--- src/rtl/ibex_wb_port_arbiter.sv ---
// Shares the single register-file write slot among LSU, ID/EX and multi-cycle producers; one-entry EX skid buffer.
// Latency: direct grants write combinationally in the request cycle; a skid-buffered EX result writes one or more cycles later.
// Backpressure: the LSU is never stalled; EX stalls only while the skid is full; the multi-cycle unit waits for mc_ready_o.
module ibex_wb_port_arbiter #(
    parameter int FPU_WIDTH    = 32,
    parameter int STARVE_LIMIT = 4
) (
    input  logic                 clk_i,
    input  logic                 rst_ni,
    input  logic                 lsu_valid_i,
    input  logic                 lsu_fp_i,
    input  logic [4:0]           lsu_waddr_i,
    input  logic [31:0]          lsu_wdata_i,
    input  logic                 ex_valid_i,
    output logic                 ex_ready_o,
    input  logic                 ex_fp_i,
    input  logic [4:0]           ex_waddr_i,
    input  logic [FPU_WIDTH-1:0] ex_wdata_i,
    input  logic                 mc_valid_i,
    output logic                 mc_ready_o,
    input  logic                 mc_fp_i,
    input  logic [4:0]           mc_waddr_i,
    input  logic [FPU_WIDTH-1:0] mc_wdata_i,
    output logic                 rf_we_o,
    output logic [4:0]           rf_waddr_o,
    output logic [31:0]          rf_wdata_o,
    output logic                 fp_rf_we_o,
    output logic [4:0]           fp_rf_waddr_o,
    output logic [FPU_WIDTH-1:0] fp_rf_wdata_o,
    output logic                 pending_o,
    output logic                 pending_fp_o,
    output logic [4:0]           pending_waddr_o,
    output logic                 perf_stall_o
);

    localparam logic [3:0] LIMIT = 4'(STARVE_LIMIT);

    logic                 skid_valid_q;
    logic                 skid_fp_q;
    logic [4:0]           skid_waddr_q;
    logic [FPU_WIDTH-1:0] skid_wdata_q;
    logic [3:0]           starve_cnt_q;

    logic                 cand_vld;
    logic                 cand_fp;
    logic [4:0]           cand_waddr;
    logic [FPU_WIDTH-1:0] cand_wdata;
    logic                 at_limit;
    logic                 gnt_lsu;
    logic                 gnt_ex;
    logic                 gnt_mc;
    logic                 any_gnt;
    logic                 ex_hs;
    logic [FPU_WIDTH-1:0] lsu_fp_data;
    logic                 sel_fp;
    logic [4:0]           sel_addr;
    logic [FPU_WIDTH-1:0] sel_data;

    // FP loads into a 64-bit file must be NaN-boxed single-precision values.
    if (FPU_WIDTH == 64) begin : g_nanbox
        assign lsu_fp_data = {32'hFFFF_FFFF, lsu_wdata_i};
    end else begin : g_pass
        assign lsu_fp_data = lsu_wdata_i;
    end

    // The skid entry, when present, always stands in for the EX port.
    assign cand_vld   = skid_valid_q | ex_valid_i;
    assign cand_fp    = skid_valid_q ? skid_fp_q    : ex_fp_i;
    assign cand_waddr = skid_valid_q ? skid_waddr_q : ex_waddr_i;
    assign cand_wdata = skid_valid_q ? skid_wdata_q : ex_wdata_i;

    assign at_limit = (starve_cnt_q == LIMIT);
    assign gnt_lsu  = rst_ni & lsu_valid_i;
    assign gnt_ex   = rst_ni & ~lsu_valid_i & cand_vld & ~(at_limit & mc_valid_i);
    assign gnt_mc   = rst_ni & ~lsu_valid_i & mc_valid_i & (~cand_vld | at_limit);
    assign any_gnt  = gnt_lsu | gnt_ex | gnt_mc;
    assign ex_hs    = ex_valid_i & ~skid_valid_q;

    assign ex_ready_o      = ~skid_valid_q;
    assign mc_ready_o      = gnt_mc;
    assign pending_o       = skid_valid_q;
    assign pending_fp_o    = skid_valid_q & skid_fp_q;
    assign pending_waddr_o = skid_valid_q ? skid_waddr_q : 5'd0;
    assign perf_stall_o    = rst_ni & ((lsu_valid_i & (cand_vld | mc_valid_i)) | (cand_vld & mc_valid_i));

    always_comb begin
        sel_fp   = 1'b0;
        sel_addr = 5'd0;
        sel_data = '0;
        if (gnt_lsu) begin
            sel_fp   = lsu_fp_i;
            sel_addr = lsu_waddr_i;
            sel_data = lsu_fp_i ? lsu_fp_data : FPU_WIDTH'(lsu_wdata_i);
        end else if (gnt_ex) begin
            sel_fp   = cand_fp;
            sel_addr = cand_waddr;
            sel_data = cand_wdata;
        end else if (gnt_mc) begin
            sel_fp   = mc_fp_i;
            sel_addr = mc_waddr_i;
            sel_data = mc_wdata_i;
        end
    end

    // x0 writes are consumed by the grant but never reach the integer file.
    always_comb begin
        rf_we_o       = 1'b0;
        rf_waddr_o    = 5'd0;
        rf_wdata_o    = 32'd0;
        fp_rf_we_o    = 1'b0;
        fp_rf_waddr_o = 5'd0;
        fp_rf_wdata_o = '0;
        if (any_gnt) begin
            if (sel_fp) begin
                fp_rf_we_o    = 1'b1;
                fp_rf_waddr_o = sel_addr;
                fp_rf_wdata_o = sel_data;
            end else if (sel_addr != 5'd0) begin
                rf_we_o    = 1'b1;
                rf_waddr_o = sel_addr;
                rf_wdata_o = sel_data[31:0];
            end
        end
    end

    always_ff @(posedge clk_i or negedge rst_ni) begin
        if (!rst_ni) begin
            skid_valid_q <= 1'b0;
            skid_fp_q    <= 1'b0;
            skid_waddr_q <= 5'd0;
            skid_wdata_q <= '0;
            starve_cnt_q <= 4'd0;
        end else begin
            if (ex_hs && !gnt_ex) begin
                skid_valid_q <= 1'b1;
                skid_fp_q    <= ex_fp_i;
                skid_waddr_q <= ex_waddr_i;
                skid_wdata_q <= ex_wdata_i;
            end else if (skid_valid_q && gnt_ex) begin
                skid_valid_q <= 1'b0;
            end
            if (!mc_valid_i || gnt_mc) begin
                starve_cnt_q <= 4'd0;
            end else if (!at_limit) begin
                starve_cnt_q <= starve_cnt_q + 4'd1;
            end
        end
    end

endmodule

--- config.mk ---
export PLATFORM = sky130hd
export DESIGN_NAME = ibex_wb_port_arbiter
export DESIGN_NICKNAME = d
export VERILOG_FILES = /design/src/rtl/ibex_wb_port_arbiter.sv
export SDC_FILE = /design/constraint.sdc
export NUM_CORES = 1
export LEC_CHECK = 0
export BUFFER_PORTS_ARGS = -buffer_cell sky130_fd_sc_hd__buf_4
export CAP_MARGIN = 15
export CORE_MARGIN = 4
export CORE_UTILIZATION = 47
export DETAILED_ROUTE_END_ITERATION = 8
export HOLD_SLACK_MARGIN = 0.06
export PLACE_DENSITY = 0.86
export SLEW_MARGIN = 20
export SYNTH_ARGS = -nofsm -noshare
export SYNTH_HDL_FRONTEND = slang
export SYNTH_SLANG_ARGS = --single-unit
--- constraint.sdc ---
create_clock -name clk_i -period 3.96 [get_ports clk_i]
set_input_delay 0.198 -clock clk_i [delete_from_list [all_inputs] [get_ports clk_i]]
set_output_delay 0.198 -clock clk_i [all_outputs]
set_load 0.005 [all_outputs]
; Word-level counts from Yosys, hierarchy flattened
; Cells that the tools add are included.
[totals]
reg_bits = 43
latchBits = 0
mem_bits_rw = 0
mem_bits_ro = 0
inputBits = 119
output_inout_bits = 86
memories = 0
[op_classes]
add_sub_neg = 1
n_mul = 0
n_div = 0
magnitude_cmp = 0
n_eq_ne = 2
shifts = 0
n_mux = 32
bitwise_logic = 22
n_reduce_logical = 7
[op_table]
columns = operator, count
row1 = 32-bit two-way mux, 9
row2 = 5-bit two-way mux, 10
row3 = 1-bit AND, 12
row4 = 1-bit two-way mux, 11
row5 = 4-bit two-way mux, 2
row6 = 1-bit OR, 6
row7 = 5-bit nonzero test, 1
row8 = "4-bit by 1-bit adder with 4-bit output, second input constant", 1
row9 = "4-bit by 3-bit == test with 1-bit output, second input constant", 1
row10 = 1-bit NOT, 4
row11 = 1-bit logical AND, 2
row12 = 1-bit zero test, 2
row13 = "2-bit by 1-bit != test with 1-bit output, second input constant", 1
row14 = 2-bit nonzero test, 1
row15 = 1-bit logical OR, 1

; Logic depth before layout (Yosys ltp)
; Gate-level depths: netlist (run 1).
[logic_depth]
depth_word = 11
depth_mapped = 11
mapped_depth_nobuf = 7

; Least setup slack after synthesis (run 1)
; No wires, ideal clock.
[synth_timing]
path_type = reg2out
startpoint = reg starve_cnt_q[0]
endpoint = out rf_wdata_o[17]
t_arrival_ps = 1971
required_ps = 3762
path_slack_ps = 1791
stages_incl_launch_ff = 12
n_path_buf = 4
path_cell_list = dfrtp_1 > inv_1 > ha_1 > and4b_1 > buf_6 > or3_1 > buf_2 > o21ai_2 > o21ai_2 > buf_6 > buf_6 > nor3_2
[synth_via]
elab_chain_len = 10
[synth_rtl]
columns = item, line
row1 = "start, declared", 42  ; logic [3:0] starve_cnt_q;
row2 = "start signal, assigned", 145  ; starve_cnt_q <= starve_cnt_q + 4'd1;
row3 = 4-bit by 3-bit == test with 1-bit output (*), 72  ; assign at_limit = (starve_cnt_q == LIMIT);
row4 = 1-bit OR / 1-bit AND (equally long branches), "75, 74"
row5 = 1-bit AND / 1-bit NOT (equally long branches), "75, 74"
row6 = 5-bit two-way mux / 1-bit AND (equally long branches), "98, 74"
row7 = 5-bit two-way mux, 94  ; end else if (gnt_ex) begin
row8 = 5-bit two-way mux, 90  ; if (gnt_lsu) begin
row9 = 5-bit nonzero test, 118  ; end else if (sel_addr != 5'd0) begin
row10 = 32-bit two-way mux, 118
row11 = 32-bit two-way mux, 114  ; if (sel_fp) begin
row12 = 32-bit two-way mux (*), 113  ; if (any_gnt) begin
row13 = "end, declared", 26  ; output logic [31:0] rf_wdata_o,
; Every way passes the cells marked *; elsewhere a longest branch is shown, timed or not.

; Worst setup path after layout (run 1)
[layout_timing]
startpoint = in rst_ni
endpoint = out rf_wdata_o[14]
[layout_via]
elab_chain_len = 10
[layout_rtl]
columns = item, line
row1 = "start, declared", 9  ; input logic rst_ni,
row2 = 1-bit AND, "74, 75"
row3 = 1-bit AND (2 in a row), 75  ; assign gnt_mc = rst_ni & ~lsu_valid_i & mc_valid_i & (~cand_vld | at_limit);
row4 = 5-bit two-way mux, 98  ; end else if (gnt_mc) begin
row5 = 5-bit two-way mux, 94
row6 = 5-bit two-way mux, 90
row7 = 5-bit nonzero test, 118
row8 = 32-bit two-way mux, 118
row9 = 32-bit two-way mux, 114
row10 = 32-bit two-way mux (*), 113
; Marked as above.

==> metrics, run 1 <==
I/O pins=205; ANT cells=0; crit path cell chain=dlygate4sd3_1 -> buf_4 -> and2_1 -> a211oi_1 -> and4_2 -> buf_4 -> nor3_1 -> buf_4; # setup viols final=0; Worst Hold Class=in2reg; CORE AREA=6870 um2; most frequent cells in the layout=buf_4 (210), nor2_1 (84), dfrtp_1 (42); final RePlAce weighted congestion=0.899; Nets=673; Worst setup EP type=primary output; Final Hold Fails=0; crit path max fanout=50; CTS max path bufs=2; sequential area share after synthesis=32.0%; CP arrival=3260 ps; CP startpoint kind=input port; worst-skew pair later-pin latency=280 ps; Logic pwr share=41.9%; Max Slew Vio Count=0; Chip Height=92.6 um; Synthesized Nets=488; hpwl dp=8350 um; Distinct cells, synth=36; CP most frequent cell=buf_4; synthesized area per cell=9.16 um2; internal power=1040 uW; Synth Area in XOR/XNOR=0.261%; first-pass iteration count of the detailed router=4; grt peak-use layer=met2; initial antenna violation count=0; Avg Vias per Cell=5.58; Top Family by Delay on Critical Path=buffers and inverters; max-cap check violation count=0; Synth Area in Simple Gates=22.7%; Slew @ Worst Pin=1050 ps; synthesis-stage register bit count=43; clock skew=11.6 ps; H-tree levels=2; vias in the first global route=3565; CP Class=in2out; final critical-path required period=3450 ps; multiplexer share of the synthesized area=22.9%; initial core utilization=48.9%; met1 Use GR=28.9%; RSZ-0062 raised after global routing=false; synthesized cell area=3360 um2; Final Util=72.9%; Synth Area in Compound Gates=14.0%; Inserted Clock Buffers=5; pin count of the biggest net entering global routing=51; most common cell after layout, fill and taps aside=buf_4; clock share of power=17.9%; PortBufs=204; Final Cycle Share=87.2%; CTS Root Cell=clkbuf_8; Pwr Density=310 nW/um2; CP max stage delay=730 ps; Max-slew headroom=29.9%; Critical Path RT=3760 ps; first-pass GRT wire length=17200 um; Routed WL per cell=16.8 um; synth warn=0; outcome=finished, final reports clean; Final ANT Viol Nets=0; Setup TNS=0 ps; Die W=92.6 um; grt total ovfl=0; Max VDD drop=0.176 mV; Sequential Power Share=40.2%; post-synthesis adder-cell area fraction=1.04%; largest family of logic cells by synthesized area=multiplexers; postcts setup bufs=0; Max Clk Rate=290 MHz; Layout fillers=540; Vias=3622; NetSw=509 uW; layout cells sized above 1=51.4%; CTS tree=built; initial DRC count=98; # clock sinks=43; DIE AREA=8570 um2; met3 Track Usage GR=5.44%; Routed WL=10900 um; critical path's slowest cell=and2_1; met2 usage=44.1%; gr usage total=24.2%; critical path buffer and inverter count=4; site row count=30; clock input transition at the sequential cells of the worst setup and hold paths=80 ps; sw frac=32.8%; residual DRC count=0; Lkg Pwr=0.00240 uW; Layout area overhead=49.0%; cells after synthesis=367
worst register-to-register path, cell delays in order, from the launching register on:
cell and delay [ps]:
dfrtp_1 430, inv_1 70, ha_1 180, and4b_1 380
nor2_1 160, nor2_4 830, mux2_2 450
cells by family (layout without fill, tap and decap cells):
logic type | after synthesis | after routing
AO/OA/AOI/OAI | 59 | 59
XOR/XNOR | 1 | 1
adder cells (fa/ha/maj) | 3 | 3
buffers and inverters | 42 | 228
flip-flops | 43 | 43
multiplexers | 72 | 72
AND/OR/NAND/NOR | 147 | 147
layer usage:
layer	share of wire (%)	vias up	wire length, um
met5	0	-	0
li1	-	1712	-
met3	8.6	16	932
met2	52	170	5640
met4	1.3	0	140
met1	38	1724	4170
worst paths after layout:
path | slack [ps] | start | depth (start not counted) | endpoint
worst max-delay path | 510 | rst_ni | 8 | rf_wdata_o[14]
worst max register to register | 1340 | starve_cnt_q[0] | 6 | skid_wdata_q[27]
worst min-delay path | 150 | ex_wdata_i[0] | 2 | skid_wdata_q[0]
min in group asynchronous | 460 | rst_ni | 2 | skid_fp_q
max in group asynchronous | 3070 | rst_ni | 2 | skid_waddr_q[1]
worst min register to register | 510 | skid_wdata_q[23] | 1 | skid_wdata_q[23]
layout make-up:
| class | count | area, um2 | area share, % |
|---|---|---|---|
| clock buffers | 7 | 86.3 | 1.72 |
| clock inverters | 1 | 5.00 | 0.0999 |
| inverters | 8 | 30.0 | 0.600 |
| multi-input cells | 282 | 2080 | 41.6 |
| flip-flops and latches | 43 | 1080 | 21.5 |
| well taps | 96 | 120 | 2.40 |
| repair buffers | 212 | 1610 | 32.1 |
state kept, by name, indices dropped and copies added (netlist names):
| register | cells |
|---|---|
| skid_waddr_q | 5 |
| pending_o | 1 |
| starve_cnt_q | 4 |
| skid_fp_q | 1 |
| skid_wdata_q | 32 |
repair_timing:
| action | CTS | global route |
|---|---|---|
| gates resized for setup | 0 | 0 |
| endpoints found under the hold margin | 43 | 0 |
| hold buffers | 1 | 0 |
power groups by stage:
stage          Combinational [uW]  Sequential [uW]  Clock [uW]
6_report                      651              625         277
5_1_grt                       710              639         315
4_1_cts                       655              625         291
3_5_place_dp                  652              633           0
3_3_place_gp                  631              621           0
2_1_floorplan                 415              601           0
cells in the mapped netlist:
master,number,share of area [%]
nand3_1,1,0.15
dfrtp_1,43,32
nand2_1,4,0.45
a2111oi_2,1,0.45
ha_1,2,0.74
maj3_1,1,0.30
or3b_1,1,0.26
o22ai_1,1,0.19
clkbuf_1,7,0.78
o21ai_2,2,0.52
nor3b_1,1,0.22
and4_1,1,0.26
a221oi_1,35,9.1
o2111ai_1,1,0.26
mux2i_1,34,10
xnor2_1,1,0.26
buf_6,8,2.7
or2_4,1,0.26
a211o_1,2,0.52
nand3b_1,3,0.67
and4b_1,1,0.30
and2_1,7,1.3
o21ai_0,2,0.30
a21oi_1,10,1.5
a2bb2oi_1,1,0.26
inv_1,8,0.89
nor3_2,19,5.7
mux2_2,38,13
a211oi_1,3,0.67
nor2_1,85,9.5
nor3_1,17,2.5
buf_2,19,2.8
nand2b_1,4,0.74
a21boi_1,1,0.22
nor4_1,1,0.19
or3_1,1,0.19
through the flow:
step,worst slack (ps),power (uW),cells,hold WS (ps),area [um2]
6_report,506,1550,649,154,5010
3_3_place_gp,1000,1250,640,243,4910
5_1_grt,228,1660,649,138,5010
3_5_place_dp,959,1290,640,243,4910
2_1_floorplan,1790,1020,367,-97.6,3360
4_1_cts,445,1570,649,140,5010
(Power assumes the default switching activity.)
==> inputs of run 2 (changes only) <==
==> constraint.sdc (replaced) <==
create_clock -name clk_i -period 3.96 [get_ports clk_i]
set_input_delay 0.198 -clock clk_i [delete_from_list [all_inputs] [get_ports clk_i]]
set_output_delay 0.198 -clock clk_i [all_outputs]
set_load 0.01 [all_outputs]
==> run 2 against run 1 <==
Effect of this change:
- maximum frequency shrank 0.11%
- first-iteration DRC count grew 22%
- sequential power is essentially flat
- die area is the same
- critical path depth is the same
- global-route usage shrank 0.30 points
- clock power is essentially flat
- power grew 1.5%
- wire length shrank 1.3%
- clock-buffer cell count is the same
- sequential share of layout area is the same
- clock skew grew 2.6 ps
- largest cell class unchanged
- largest power group unchanged
==> metrics, run 2 (same netlist as run 1, synthesis figures left out) <==
Worst R2R Start=starve_cnt_q[0] (unchanged); Setup TNS=0 ps (unchanged); clock input transition at the sequential cells of the worst setup and hold paths=80 ps (about the same); total power=1580 uW (was 1550 uW); clock skew=14.2 ps (was 11.6 ps); Final ANT Viol Nets=0 (unchanged); worst-skew pair later-pin latency=290 ps (was 280 ps); first-pass iteration count of the detailed router=4 (unchanged); CTS tree=built (unchanged); CP Class=in2out (unchanged); final critical-path required period=3460 ps (was 3450 ps); CP most frequent cell=buf_4 (unchanged); RSZ-0062 raised after global routing=false (unchanged); critical path's slowest cell=and2_1 (unchanged); initial antenna violation count=0 (unchanged); Top Family by Delay on Critical Path=buffers and inverters (unchanged); Lkg Pwr=0.00240 uW (unchanged); PortBufs=204 (unchanged); Final Hold Fails=0 (unchanged); # setup viols final=0 (unchanged); Fin Hold WS=151 ps (was 154 ps); most frequent cells in the layout=buf_4 (210), nor2_1 (84), dfrtp_1 (42) (unchanged); Layout area overhead=49.0% (unchanged); Nets=673 (unchanged); Chip Height=92.6 um (unchanged); Worst Hold Class=in2reg (unchanged); site row count=30 (unchanged); Final Cycle Share=87.3% (was 87.2%); I/O pins=205 (unchanged); grt total ovfl=0 (unchanged); Routed WL=10700 um (was 10900 um); Die W=92.6 um (unchanged); Pwr Density=315 nW/um2 (was 310 nW/um2); min-delay src=ex_waddr_i[4] (was ex_wdata_i[0]); vias in the first global route=3595 (was 3565); crit path cell chain=dlygate4sd3_1 -> buf_4 -> and2_1 -> a211oi_1 -> and4_2 -> buf_4 -> nor3_1 -> buf_4 (unchanged); Layout fillers=531 (was 540); CTS max path bufs=2 (unchanged); DIE AREA=8570 um2 (unchanged); Worst setup EP type=primary output (unchanged); Non-Filler Instances=649 (unchanged); Inserted Clock Buffers=5 (unchanged); Largest register FFs=32 (unchanged); CP arrival=3260 ps (about the same); most flop-heavy register=skid_wdata_q (unchanged); DP Cell Count=640 (unchanged); Max VDD drop=0.178 mV (was 0.176 mV); H-tree levels=2 (unchanged); first-pass GRT wire length=17000 um (was 17200 um); post-place setup slack=949 ps (was 959 ps); layout cells sized above 1=51.4% (unchanged); Max-slew headroom=31.1% (was 29.9%); initial core utilization=48.9% (unchanged); Max Slew Vio Count=0 (unchanged); CP max stage delay=740 ps (was 730 ps); final RePlAce weighted congestion=0.899 (about the same); Vias=3575 (was 3622); ANT cells=0 (unchanged); worst setup margin=503 ps (was 506 ps); CP startpoint kind=input port (unchanged); crit path max fanout=50 (unchanged); max-cap check violation count=0 (unchanged); gr usage total=23.9% (was 24.2%); pin count of the biggest net entering global routing=51 (unchanged); most common cell after layout, fill and taps aside=buf_4 (unchanged); initial DRC count=120 (was 98); largest registers=skid_wdata_q (32), skid_waddr_q (5), starve_cnt_q (4) (unchanged); # clock sinks=43 (unchanged); hpwl dp=8310 um (was 8350 um); Routed WL per cell=16.6 um (was 16.8 um); Slew @ Worst Pin=1030 ps (was 1050 ps); Max Clk Rate=289 MHz (was 290 MHz); critical path buffer and inverter count=4 (unchanged); CTS Root Cell=clkbuf_8 (unchanged); CORE AREA=6870 um2 (unchanged); residual DRC count=0 (unchanged); outcome=finished, final reports clean (unchanged); Avg Vias per Cell=5.51 (was 5.58); Worst Setup SP=rst_ni (unchanged); Critical Path RT=3760 ps (about the same)
[run 2: cell counts in the layout (fill, tap and decap cells not counted)]
Identical to the previous run, type by type.
[run 2: routing by layer]
metal  vias up  GRT usage, %  routed length (um)
met3        14          5.36                 907
met4         0          5.69                 125
met1      1708          28.0                4160
met2       147          44.0                5550
met5         -             0                   0
li1       1706             -                   -
[run 2: path summary, 6_finish.rpt]
check,depth (start not counted),slack (ps),endpoint
min reg2reg,1,510,skid_wdata_q[25]
max in group asynchronous,2,3060,pending_o
max reg2reg,6,1340,skid_wdata_q[27]
max,8,500,rf_wdata_o[13]
min in group asynchronous,2,450,skid_fp_q
min,2,150,skid_waddr_q[4]
[run 2: stage by stage]
step                      area (um2)  utilization, %
after floorplan                 3360               -
after detailed placement        4910            71.4
after CTS                       5010            72.9
after global placement          4910            71.4
final                           5010            72.9
after global routing            5010            72.9
[run 2: timing repair]
action                    CTS  global route
setup buffers               0             0
hold buffers                1             0
hold endpoints to repair   43             0
resized for setup           0             0
[run 2: layout make-up]
class                   instances  area (um2)  share of cell area [%]
multi-input cells             282        2080                    41.6
clock buffers                   7        86.3                    1.72
clock inverters                 1        5.00                  0.0999
well taps                      96         120                    2.40
repair buffers                212        1610                    32.1
inverters                       8        30.0                   0.600
flip-flops and latches         43        1080                    21.5
[run 2: worst register-to-register path: stages (launching register included)]
cell	delay, ps
dfrtp_1	430
inv_1	70
ha_1	190
and4b_1	380
nor2_1	160
nor2_4	820
mux2_2	450
[run 2: power by group]
group          switching (uW)  internal [uW]
sequential               77.2            549
clock                     136            141
combinational             318            356
total                     531           1040
==> inputs of run 3 (changes only) <==
--- a/config.mk
+++ b/config.mk
@@ -11,7 +11,7 @@
 export CORE_UTILIZATION = 47
 export DETAILED_ROUTE_END_ITERATION = 8
 export HOLD_SLACK_MARGIN = 0.06
-export PLACE_DENSITY = 0.86
+export PLACE_DENSITY_LB_ADDON = 0.15
 export SLEW_MARGIN = 20
 export SYNTH_ARGS = -nofsm -noshare
 export SYNTH_HDL_FRONTEND = slang
==> run 3 against run 2 <==
Effect of this change:
- core utilization about the same
- largest cell class unchanged
- global-route usage up 0.25 points
- highest routed layer unchanged
- hold slack worse by 16 ps
- sequential share of layout area about the same
- first-iteration DRC count up 38%
- clock skew down 8.2 ps
- worst setup slack worse by 58 ps
- combinational power down 1%
==> metrics, run 3 (same netlist as run 1, synthesis figures left out) <==
Max-slew headroom=27.6% (was 31.1%); FF/Latch Area=1080 um2 (unchanged); pin count of the biggest net entering global routing=51 (unchanged); Largest register FFs=32 (unchanged); ANT cells=0 (unchanged); PortBufs=204 (unchanged); postcts setup bufs=0 (unchanged); initial antenna violation count=0 (unchanged); worst-skew pair later-pin latency=300 ps (was 290 ps); CP Class=in2out (unchanged); Layout area overhead=49.0% (about the same); gr usage total=24.2% (was 23.9%); critical path's slowest cell=and4_2 (was and2_1); Lkg Pwr=0.00240 uW (about the same); total power=1630 uW (was 1580 uW); met1 Use GR=28.2% (was 28.0%); initial DRC count=165 (was 120); CP startpoint kind=input port (unchanged); Setup TNS=0 ps (unchanged); CP arrival=3320 ps (was 3260 ps); Chip Height=92.6 um (unchanged); Max Slew Vio Count=0 (unchanged); met3 Track Usage GR=4.96% (was 5.36%); Inserted Clock Buffers=5 (unchanged); most frequent cells in the layout=buf_4 (210), nor2_1 (84), dfrtp_1 (42) (unchanged); internal power=1090 uW (was 1040 uW); Sequential Power Share=38.0% (was 39.7%); grt total ovfl=0 (unchanged); DIE AREA=8570 um2 (unchanged); CP most frequent cell=buf_4 (unchanged); max-cap check violation count=0 (unchanged); Pwr Density=326 nW/um2 (was 315 nW/um2); sw frac=33.5% (was 33.7%); # clock sinks=43 (unchanged); CP max stage delay=910 ps (was 740 ps); most flop-heavy register=skid_wdata_q (unchanged); layout cells sized above 1=51.4% (about the same); Max VDD drop=0.214 mV (was 0.178 mV); crit path cell chain=dlygate4sd3_1 -> buf_4 -> and2_1 -> a211oi_1 -> and4_2 -> nor3_1 -> buf_4 (was dlygate4sd3_1 -> buf_4 -> and2_1 -> a211oi_1 -> and4_2 -> buf_4 -> nor3_1 -> buf_4); most common cell after layout, fill and taps aside=buf_4 (unchanged); CORE AREA=6870 um2 (unchanged); H-tree levels=2 (unchanged); hpwl dp=8220 um (was 8310 um); Max Clk Rate=284 MHz (was 289 MHz); Top Family by Delay on Critical Path=simple AND/OR/NAND/NOR gates (was buffers and inverters); vias in the first global route=3421 (was 3595); site row count=30 (unchanged); critical path buffer and inverter count=3 (was 4); clock share of power=21.2% (was 17.5%); I/O pins=205 (unchanged); CTS Root Cell=clkbuf_8 (unchanged); NetSw=547 uW (was 531 uW); RSZ-0062 raised after global routing=false (unchanged); multi-input logic area=2080 um2 (unchanged); first-pass iteration count of the detailed router=4 (unchanged); clock input transition at the sequential cells of the worst setup and hold paths=90 ps (was 80 ps); crit path max fanout=50 (unchanged); first-pass GRT wire length=16800 um (was 17000 um); Final Hold Fails=0 (unchanged); Final ANT Viol Nets=0 (unchanged); Layout fillers=573 (was 531); met2 usage=44.5% (was 44.0%); outcome=finished, final reports clean (unchanged); initial core utilization=48.9% (unchanged); Routed WL=10900 um (was 10700 um); final critical-path required period=3510 ps (was 3460 ps); CTS tree=built (unchanged); grt peak-use layer=met2 (unchanged); Logic pwr share=40.8% (was 42.7%); Avg Vias per Cell=5.48 (was 5.51); Final Cycle Share=88.8% (was 87.3%); Worst setup EP type=primary output (unchanged); Critical Path RT=3760 ps (about the same); residual DRC count=0 (unchanged); Final Util=72.9% (about the same); CTS max path bufs=2 (unchanged); # setup viols final=0 (unchanged); Worst Hold Class=in2reg (unchanged); clock skew=6.04 ps (was 14.2 ps); Nets=672 (was 673); final RePlAce weighted congestion=0.909 (was 0.899); Slew @ Worst Pin=1080 ps (was 1030 ps); Vias=3553 (was 3575); Die W=92.6 um (unchanged); largest registers=skid_wdata_q (32), skid_waddr_q (5), starve_cnt_q (4) (unchanged); Routed WL per cell=16.8 um (was 16.6 um)
==> run 3: cell count changes in the layout (fill, tap and decap cells not counted) <==
cell	delta
bufinv_16	+1
clkbuf_1	-1
buf_12	-1
clkinv_4	+1
clkbuf_8	-1
==> run 3: final timing paths <==
| kind | from | endpoint | slack (ps) | cells past startpoint |
|---|---|---|---|---|
| max | rst_ni | rf_wdata_o[31] | 450 | 7 |
| min | ex_wdata_i[12] | skid_wdata_q[12] | 140 | 2 |
| max reg2reg | starve_cnt_q[0] | skid_wdata_q[28] | 1330 | 6 |
| min reg2reg | skid_wdata_q[19] | skid_wdata_q[19] | 510 | 1 |
| max in group asynchronous | rst_ni | pending_o | 3080 | 2 |
| min in group asynchronous | rst_ni | skid_wdata_q[0] | 450 | 2 |
==> run 3: layout make-up <==
type	instances	share of cell area, %
multi-input cells	282	41.6
repair buffers	211	31.7
flip-flops and latches	43	21.5
well taps	96	2.40
clock buffers	5	1.37
clock inverters	3	0.874
inverters	8	0.599
==> run 3: power groups by stage <==
| stage | registers, uW | clock network, uW | logic [uW] |
|---|---|---|---|
| finish | 620 | 347 | 667 |
| global route | 635 | 374 | 727 |
| CTS | 620 | 354 | 672 |
| detailed placement | 629 | 0 | 669 |
| global placement | 620 | 0 | 652 |
| floorplan | 602 | 0 | 437 |
==> run 3: what timing repair did <==
| item | 4_1_cts | 5_1_grt |
|---|---|---|
| setup endpoints to repair | 0 | 0 |
| hold endpoints to repair | 43 | 0 |
| hold buffers | 1 | 0 |
| gates resized for setup | 0 | 0 |
==> run 3: metal layers <==
layer,part of all wire [%],wire length [um],up-vias
li1,-,-,1711
met1,38,4160,1667
met2,51,5590,156
met3,8.6,940,19
met4,1.7,186,0
met5,0,0,-
==> run 3: per-stage QoR <==
step                      hold WS (ps)  std cells  cell area (um2)  setup slack [ps]
after global routing               128        648             5010               197
after floorplan                  -97.6        367             3360              1740
after detailed placement           244        639             4890               997
after global placement             243        639             4890              1090
after CTS                          129        648             5010               458
final                              135        648             5010               445
